==> src/rtl/panda_pulse_train_pkg.sv <==
// ---------------------------------------------------------------------------
// panda_pulse_train_pkg
// Shared types and defaults for the pulse-train generator and its helpers.
//   pt_state_t : train sequencer states (idle, pulse high phase, pulse low phase)
//   CW_DEF     : default width of configuration registers and internal counters
//   SW_DEF     : default width of the COUNT/MISSED status registers
// ---------------------------------------------------------------------------
package panda_pulse_train_pkg;

  localparam int CW_DEF = 32;
  localparam int SW_DEF = 32;

  typedef enum logic [1:0] {
    PT_IDLE = 2'd0,
    PT_HIGH = 2'd1,
    PT_LOW  = 2'd2
  } pt_state_t;

endpackage

==> src/rtl/panda_rise_det.sv <==
// ---------------------------------------------------------------------------
// panda_rise_det
// Registered rising-edge detector with an enable gate, shared by the bit-bus
// blocks. The previous sample of sig_i is held in a flop; the rise output is
// combinational, so it is valid in the same cycle the new level appears.
// Ports:
//   clk_i  in  1  system clock
//   rst_i  in  1  synchronous active-high reset (clears the history flop)
//   clr_i  in  1  synchronous clear of the history flop (register strobe)
//   sig_i  in  1  monitored bit-bus signal
//   en_i   in  1  gate; rises seen while low are not reported
//   rise_o out 1  high for the cycle in which sig_i goes 0 -> 1 while enabled
// ---------------------------------------------------------------------------
module panda_rise_det
  import panda_pulse_train_pkg::*;
(
  input  logic clk_i,
  input  logic rst_i,
  input  logic clr_i,
  input  logic sig_i,
  input  logic en_i,
  output logic rise_o
);

  logic sig_d;

  always_ff @(posedge clk_i) begin
    if (rst_i || clr_i) begin
      sig_d <= 1'b0;
    end else begin
      sig_d <= sig_i;
    end
  end

  assign rise_o = sig_i & ~sig_d & en_i;

endmodule

==> src/rtl/panda_pulse_train.sv <==
// ---------------------------------------------------------------------------
// panda_pulse_train
// Pulse-train generator: every accepted rising edge on inp_i launches NPULSES
// pulses, each WIDTH clocks high, one starting every STEP clocks. The train
// configuration is captured at the trigger, so register writes made while a
// train runs only affect the following train.
//
// Build option: define PANDA_PULSE_TRAIN_CONT_EN to accept NPULSES==0 as a
// continuous train (runs until enable_i low, FORCE_RST or rst_i). Without it,
// NPULSES==0 is an invalid configuration and raises CFG_ERR.
//
// Ports:
//   clk_i     in  1   system clock, single domain
//   rst_i     in  1   synchronous active-high reset
//   inp_i     in  1   trigger input; rising edge starts a train
//   enable_i  in  1   gate; low ignores edges and aborts a running train
//   out_o     out 1   pulse-train output
//   active_o  out 1   high while a train is in progress
//   NPULSES   in  CW  pulses per train
//   WIDTH     in  CW  high clocks per pulse
//   STEP      in  CW  pulse period in clocks (must exceed WIDTH)
//   FORCE_RST in  1   register strobe: abort train and clear status
//   COUNT     out SW  pulses started in the current/last train
//   MISSED    out SW  triggers dropped while busy (saturating)
//   CFG_ERR   out 1   sticky flag: trigger rejected for invalid config
// ---------------------------------------------------------------------------
module panda_pulse_train
  import panda_pulse_train_pkg::*;
#(
  parameter int CW = CW_DEF,
  parameter int SW = SW_DEF
) (
  input  logic          clk_i,
  input  logic          rst_i,
  input  logic          inp_i,
  input  logic          enable_i,
  output logic          out_o,
  output logic          active_o,
  input  logic [CW-1:0] NPULSES,
  input  logic [CW-1:0] WIDTH,
  input  logic [CW-1:0] STEP,
  input  logic          FORCE_RST,
  output logic [SW-1:0] COUNT,
  output logic [SW-1:0] MISSED,
  output logic          CFG_ERR
);

  pt_state_t     state;
  pt_state_t     state_next;

  logic [CW-1:0] npulses_q;
  logic [CW-1:0] width_q;
  logic [CW-1:0] step_q;
  logic          cont_q;

  // hcnt counts clocks of the current high phase, pcnt clocks since the
  // current pulse began; both are 1 on a pulse's first high cycle so they
  // never exceed WIDTH / STEP and cannot overflow even at STEP = 2^CW-1.
  logic [CW-1:0] hcnt;
  logic [CW-1:0] pcnt;
  logic [CW-1:0] pulse_idx;

  logic          trig;
  logic          cont_req;
  logic          cfg_ok;
  logic          last_pulse;
  logic          start_train;
  logic          start_pulse;
  logic          miss;
  logic          cfg_bad;

  panda_rise_det u_rise_det (
    .clk_i  (clk_i),
    .rst_i  (rst_i),
    .clr_i  (FORCE_RST),
    .sig_i  (inp_i),
    .en_i   (enable_i),
    .rise_o (trig)
  );

`ifdef PANDA_PULSE_TRAIN_CONT_EN
  assign cont_req = (NPULSES == '0);
`else
  assign cont_req = 1'b0;
`endif

  assign cfg_ok = (WIDTH != '0) && (STEP > WIDTH) && ((NPULSES != '0) || cont_req);

  // A continuous train never reaches its last pulse, so pulse_idx may wrap.
  assign last_pulse = !cont_q && (pulse_idx == npulses_q);

  // Next-state and output decode. The train ends straight out of the last
  // high phase, so no trailing low phase is emitted and the following IDLE
  // cycle can already accept a new trigger.
  always_comb begin
    state_next  = state;
    start_train = 1'b0;
    start_pulse = 1'b0;
    miss        = 1'b0;
    cfg_bad     = 1'b0;
    out_o       = 1'b0;
    active_o    = 1'b0;

    case (state)
      PT_IDLE: begin
        if (trig) begin
          if (cfg_ok) begin
            start_train = 1'b1;
            state_next  = PT_HIGH;
          end else begin
            cfg_bad = 1'b1;
          end
        end
      end

      PT_HIGH: begin
        out_o    = 1'b1;
        active_o = 1'b1;
        miss     = trig;
        if (!enable_i) begin
          state_next = PT_IDLE;
        end else if (hcnt == width_q) begin
          state_next = last_pulse ? PT_IDLE : PT_LOW;
        end
      end

      PT_LOW: begin
        active_o = 1'b1;
        miss     = trig;
        if (!enable_i) begin
          state_next = PT_IDLE;
        end else if (pcnt == step_q) begin
          start_pulse = 1'b1;
          state_next  = PT_HIGH;
        end
      end

      default: begin
        state_next = PT_IDLE;
      end
    endcase
  end

  // State register, captured configuration, phase counters and status.
  // FORCE_RST behaves like reset for everything it touches and therefore
  // wins over a trigger arriving in the same cycle.
  always_ff @(posedge clk_i) begin
    if (rst_i || FORCE_RST) begin
      state     <= PT_IDLE;
      npulses_q <= '0;
      width_q   <= '0;
      step_q    <= '0;
      cont_q    <= 1'b0;
      hcnt      <= '0;
      pcnt      <= '0;
      pulse_idx <= '0;
      COUNT     <= '0;
      MISSED    <= '0;
      CFG_ERR   <= 1'b0;
    end else begin
      state <= state_next;

      if (start_train) begin
        npulses_q <= NPULSES;
        width_q   <= WIDTH;
        step_q    <= STEP;
        cont_q    <= cont_req;
        hcnt      <= CW'(1);
        pcnt      <= CW'(1);
        pulse_idx <= CW'(1);
        COUNT     <= SW'(1);
      end else if (start_pulse) begin
        hcnt      <= CW'(1);
        pcnt      <= CW'(1);
        pulse_idx <= pulse_idx + CW'(1);
        COUNT     <= COUNT + SW'(1);
      end else begin
        if (state == PT_HIGH) begin
          hcnt <= hcnt + CW'(1);
        end
        if (state != PT_IDLE) begin
          pcnt <= pcnt + CW'(1);
        end
      end

      if (miss && (MISSED != '1)) begin
        MISSED <= MISSED + SW'(1);
      end

      if (cfg_bad) begin
        CFG_ERR <= 1'b1;
      end
    end
  end

endmodule

==> config.mk <==
export PLATFORM = sky130hd
export DESIGN_NAME = panda_pulse_train
export DESIGN_NICKNAME = d
export VERILOG_FILES = /design/src/rtl/panda_pulse_train_pkg.sv /design/src/rtl/panda_rise_det.sv /design/src/rtl/panda_pulse_train.sv
export SDC_FILE = /design/constraint.sdc
export NUM_CORES = 1
export LEC_CHECK = 0
export CORE_ASPECT_RATIO = 0.8
export CORE_MARGIN = 1
export CORE_UTILIZATION = 56
export DETAILED_ROUTE_END_ITERATION = 10
export PLACE_DENSITY = 0.81
export SLEW_MARGIN = 40
export SYNTH_ARGS = -nofsm -noshare
export SYNTH_HDL_FRONTEND = slang
export SYNTH_SLANG_ARGS = --single-unit
==> constraint.sdc <==
create_clock -name clk_i -period 3.8 [get_ports clk_i]
set_input_delay 0.76 -clock clk_i [delete_from_list [all_inputs] [get_ports clk_i]]
set_output_delay 0.76 -clock clk_i [all_outputs]
set_load 0.05 [all_outputs]
After elaboration in Yosys (flattened, before gate mapping)
Cells that the tools add are included.
{ "word_totals": {"latch_bits": 0, "inputBits": 101, "n_memories": 0, "mem_bits_ro": 0, "ramBits": 0, "ff_bits": 260} }
{ "op_classes": {"n_mul": 0, "mux": 30, "n_bitwise": 3, "div": 0, "n_shift": 0, "n_addsub": 5, "reduce_logical": 15, "n_eq_ne": 10, "magnitude_cmp": 1} }
{ "op_table": {"columns": ["op", "n"], "rows": [
  ["$add 32x1->32 const B", 5],
  ["$eq 32x32->1", 3],
  ["$reduce_bool 32->1", 2],
  ["$gt 32x32->1", 1],
  ["$ne 32x32->1 const B", 1],
  ["$mux 1", 22],
  ["$mux 2", 7],
  ["$ne 3x3->1 const B", 2],
  ["$pmux 2 s3", 1],
  ["$reduce_bool 3->1", 2],
  ["$ne 2x2->1 const B", 2],
  ["$reduce_and 4->1", 1],
  ["$reduce_bool 2->1", 2],
  ["$reduce_or 2->1", 2],
  ["$logic_and 1x1->1", 3],
  ["$reduce_or 3->1", 1],
  ["$and 1x1->1", 2],
  ["$eq 2x1->1 const B", 1],
  ["$eq 2x2->1 const B", 1],
  ["$logic_not 2->1", 1],
  ["$logic_or 1x1->1", 1],
  ["$not 1->1", 1]
]} }

Logic depth before layout (Yosys ltp)
{ "logic_depth": {"depth_word": 7, "ltp_mapped": 11, "depth_no_buf": 9} }

Cells and area by module
From an unflattened synthesis, not the netlist that was laid out.
{ "hier_totals": {"cells_unflattened": 1529, "hier_area_um2": 12728.5} }
{ "by_module_without_submodules": {"columns": ["mod", "n_inst", "cells_each", "area_per_inst_um2", "seq_area_each_um2"], "rows": [
  ["panda_pulse_train", 1, 1526, 12687.2, 5185.0],
  ["panda_rise_det", 1, 3, 41.3, 20.0]
]} }

Worst setup path before layout
Ideal clock, no wire load.
{ "synth_timing": {"path_kind": "input -> register", "from": "input port WIDTH[13]", "to": "register npulses_q[0]", "path_slack_ns": 0.884, "arrival_time_ns": 2.788, "required_ns": 3.672, "setup_time_ns": 0.128, "cell_stages": 11, "cell_sequence": "inv_1 -> ha_1 -> a21o_1 -> a21o_1 -> a221oi_1 -> a31oi_1 -> o2111ai_1 -> clkbuf_1 -> buf_2 -> mux2i_1 -> nor2_1"} }
{ "synth_via": {"elab_chain_len": 6, "elab_cells_between_ends": 7, "cone_classes": "order compare (1); mux (3); reduce/logical (3)"} }
{ "synth_rtl": {"columns": ["item", "line_no", "source"], "rows": [
  ["start, declared", "panda_pulse_train.sv:40", "input logic [CW-1:0] WIDTH,"],
  ["$gt 32x32->1 or $reduce_bool 32->1 (tied branches)", "panda_pulse_train.sv:87", "assign cfg_ok = (WIDTH != '0) && (STEP > WIDTH) && ((NPULSES != '0) || cont_req);"],
  ["$logic_and 1x1->1 (*) (2 in a row)", "panda_pulse_train.sv:87", null],
  ["$mux 1 (*)", "panda_pulse_train.sv:107", "if (cfg_ok) begin"],
  ["$mux 1 (*)", "panda_pulse_train.sv:106", "if (trig) begin"],
  ["$mux 1 (*)", "panda_pulse_train.sv:104", "case (state)"],
  ["end signal, assigned", "panda_pulse_train.sv:150", "npulses_q <= '0;"],
  ["end signal, assigned", "panda_pulse_train.sv:164", "npulses_q <= NPULSES;"],
  ["end, declared", "panda_pulse_train.sv:51", "logic [CW-1:0] npulses_q;"]
]} }
Every way passes the cells marked *; elsewhere a longest branch is shown, timed or not.
A chain may end at the register's enable or synchronous reset.

Final worst setup path
{ "layout_timing": {"from": "input port WIDTH[26]", "to": "register width_q[24]"} }
{ "layout_via": {"elab_chain_len": 6, "elab_cells_between_ends": 7, "cone_classes": "order compare (1); mux (3); reduce/logical (3)"} }
{ "layout_rtl": {"columns": ["item", "line_no", "source"], "rows": [
  ["$gt 32x32->1 or $reduce_bool 32->1 (tied branches)", "panda_pulse_train.sv:87", null],
  ["$logic_and 1x1->1 (*) (2 in a row)", "panda_pulse_train.sv:87", null],
  ["$mux 1 (*)", "panda_pulse_train.sv:107", null],
  ["$mux 1 (*)", "panda_pulse_train.sv:106", null],
  ["$mux 1 (*)", "panda_pulse_train.sv:104", null],
  ["end signal, assigned", "panda_pulse_train.sv:151", "width_q <= '0;"],
  ["end signal, assigned", "panda_pulse_train.sv:165", "width_q <= WIDTH;"],
  ["end, declared", "panda_pulse_train.sv:52", "logic [CW-1:0] width_q;"]
]} }
Marked as above.

==> results.cfg <==
[clocking]
numClockSinks = 260
clkTransAtPathRegs_ns = 0.06
cts_tree = yes
post_cts_resized = 0
root_buffer = clkbuf_16
cts_max_path_buffers = 3
htree_num_levels = 1
postCtsHoldBufs = 0
cts_buffers = 26
clock_latency_ns = 0.52
cts_setup_buffers = 0

[critical_path]
cp-end-kind = flop
ff2ff_path_depth = 10
required_ns = 4.21
crit_fanout = 56
crit_path_start_kind = input port
reg2reg_from = state[1]
rrSetupSlack_ns = 1.02
path_class = in2reg
worstReg2RegEnd = pcnt[31]
crit_arrival_ns = 3.66

[timing]
final.setup.tns_ns = 0
fin_crit_ns = 3.25
finalHoldViolations = 0
maxSlewHeadroom_pct = 51.0
skew_ns = 0.0107
finalSetupViolCount = 0
rsz0062_at_grt = false
holdWs_ns = 0.486
fmax_ghz = 0.308
final.period_utilization_pct = 85.4
tightest_slew_ns = 0.732
drv_slew = 0

[logic_synthesis]
yosys_warnings = 0
async_flop_share_pct = 0
synth_top_family_by_area = simple AND/OR/NAND/NOR gates
synth_adder_area_share_pct = 4.03
syn_nets = 1579
muxShareOfSynthArea_pct = 7.86
syn_area_um2 = 12700
seq_area_frac_synth_pct = 40.9
avgSynthCellArea_um2 = 8.86
ys.flop_type = dfxtp_1
synthXorXnorAreaFrac_pct = 16.6
synth_edf_count = 0
synth_cell_types = 45
synthSimpleGateAreaFrac_pct = 24.3
synth-compound-area-share_pct = 3.04
synth_seq_cells = 260
netlist_instances = 1437

[grt]
grt_use_total_pct = 29.1
overflow = 0
antenna_found_initial = 0
grt_first_pass_wirelength_mm = 53.6
grt_max_degree = 57
grt_pass1_vias = 10100

[pwr]
ir_worst_vdd_v = 0.000346
p_per_area_nw_per_um2 = 376
total_power_mw = 5.92
p_leak_nw = 6.90

[detailed_routing]
top_layer = met4
wl_met2_mm = 15.5
dr_total_vias = 10700
drc = 0
drt_iter0_markers = 769
routed_wl_mm = 34.0
post_drt_via_cell_ratio = 5.60
wl_per_cell_um = 17.7
wl_met3_mm = 2.24
drtAntennaViolNets = 0
drt_pre_antenna_iters = 5
m1WireLength_mm = 15.4

[finish]
diodes = 0
final_common_cell = nor2_1
layout_common_cells = nor2_1, dfxtp_1, xor2_1
layout-drive-gt1-share_pct = 4.82
num-nets-final = 1739
nFillCells = 1650
stdcell_area_um2 = 15700
syn_to_final_growth_pct = 23.6

[placed_design]
place.gp.congestion = 0.943
io_buffers = 167
placed_area_um2 = 14800
dp_hpwl_mm = 25.1

[floorplan]
fp.dieH_um = 137
core_um2 = 21900
initial_utilization_pct = 58.1
num_rows = 48
dieArea_um2 = 23300
io_pins = 168
die_w_um = 171

[min_path]
whs_endpoint = CFG_ERR
worstHoldPathType = reg2reg
whs_path_depth = 2
hold_start = CFG_ERR

[job]
maxCapViolations = 0

[outcome]
status = completed
==> logic make-up after synthesis <==
group / Yosys count
xor gates and xnor gates: 241
DFF: 260
adders and majority gates: 41
buffers and inverters: 106
and+or+nand+nor: 623
muxes: 100
AOI/OAI and AO/OA: 66
==> per-layer routing <==
layer / vias to the layer above / track usage (%)
met5: - / 0
met4: 0 / 7.86
met3: 64 / 5.26
met2: 331 / 46.8
met1: 5084 / 40.0
li1: 5247 / -
==> through the flow <==
step | setup WS [ns] | util, % | cells
2_1_floorplan | 0.884 | - | 1437
3_3_place_gp | 0.0977 | 67.7 | 1869
3_5_place_dp | 0.0784 | 67.7 | 1869
4_1_cts | 0.622 | 71.8 | 1917
5_1_grt | 0.439 | 71.8 | 1917
6_report | 0.555 | 71.8 | 1917
==> worst max-delay path, cell delays in order <==
cell             delay (ns)
clkdlybuf4s50_1        0.60
inv_1                  0.08
ha_1                   0.30
nand4_1                0.17
nor4_1                 0.52
a31oi_1                0.27
o2111ai_4              0.19
buf_12                 0.39
mux2i_1                0.27
nor2_1                 0.07
==> state kept, by name (all words and copies together) (netlist names), 2 cells and up <==
signal     cells
COUNT         32
MISSED        32
hcnt          32
npulses_q     32
pcnt          32
pulse_idx     32
state          2
step_q        32
width_q       32
==> synthesized netlist by cell type, drive strengths merged, types with 2 or more instances <==
| cell | count | area (µm²) |
|---|---|---|
| and3 | 34 | 213 |
| xor2 | 202 | 1770 |
| dfxtp | 260 | 5200 |
| nor2 | 273 | 1020 |
| a21o | 2 | 15.0 |
| ha | 41 | 513 |
| mux2i | 100 | 1000 |
| buf | 25 | 124 |
| nand2 | 58 | 218 |
| a21oi | 28 | 140 |
| nand4 | 68 | 432 |
| or3 | 10 | 62.6 |
| and2 | 17 | 106 |
| o31ai | 2 | 15.0 |
| a211oi | 2 | 15.0 |
| nand3 | 68 | 345 |
| o211ai | 2 | 15.0 |
| a221oi | 2 | 17.5 |
| and3b | 2 | 17.5 |
| a31oi | 3 | 18.8 |
| nor2b | 2 | 12.5 |
| or2 | 6 | 37.5 |
| clkbuf | 30 | 113 |
| or4 | 3 | 22.5 |
| o21ai | 18 | 90.1 |
| inv | 51 | 191 |
| and4 | 19 | 166 |
| nor4 | 47 | 343 |
| nor3 | 13 | 65.1 |
| xnor2 | 39 | 342 |
==> layout make-up <==
class / count / area [µm²] / share of cell area, %
Tap cell: 300 / 375 / 2.39
Timing Repair Buffer: 187 / 1930 / 12.3
Clock buffer: 39 / 781 / 4.96
Multi-Input combinational cell: 1071 / 7130 / 45.3
Clock inverter: 9 / 123 / 0.779
Sequential cell: 260 / 5200 / 33.1
Inverter: 51 / 191 / 1.22
==> worst max-delay path by stage <==
stage | from | end | cells past startpoint | slack (ns)
after global placement | WIDTH[7] | width_q[11] | 11 | 0.1
after CTS | WIDTH[7] | width_q[24] | 11 | 0.62
after detailed placement | WIDTH[7] | width_q[29] | 11 | 0.08
after global routing | WIDTH[12] | pulse_idx[21] | 12 | 0.44
final | WIDTH[26] | width_q[24] | 10 | 0.55
after floorplan | WIDTH[13] | npulses_q[0] | 11 | 0.88
==> power breakdown <==
group	total [mW]	internal (mW)	leakage [nW]	switching [mW]
logic	0.467	0.217	4.36	0.250
registers	2.76	2.74	2.10	0.0148
clock network	2.69	1.62	0.445	1.07
total	5.92	4.58	6.90	1.34
(Power assumes the default switching activity.)
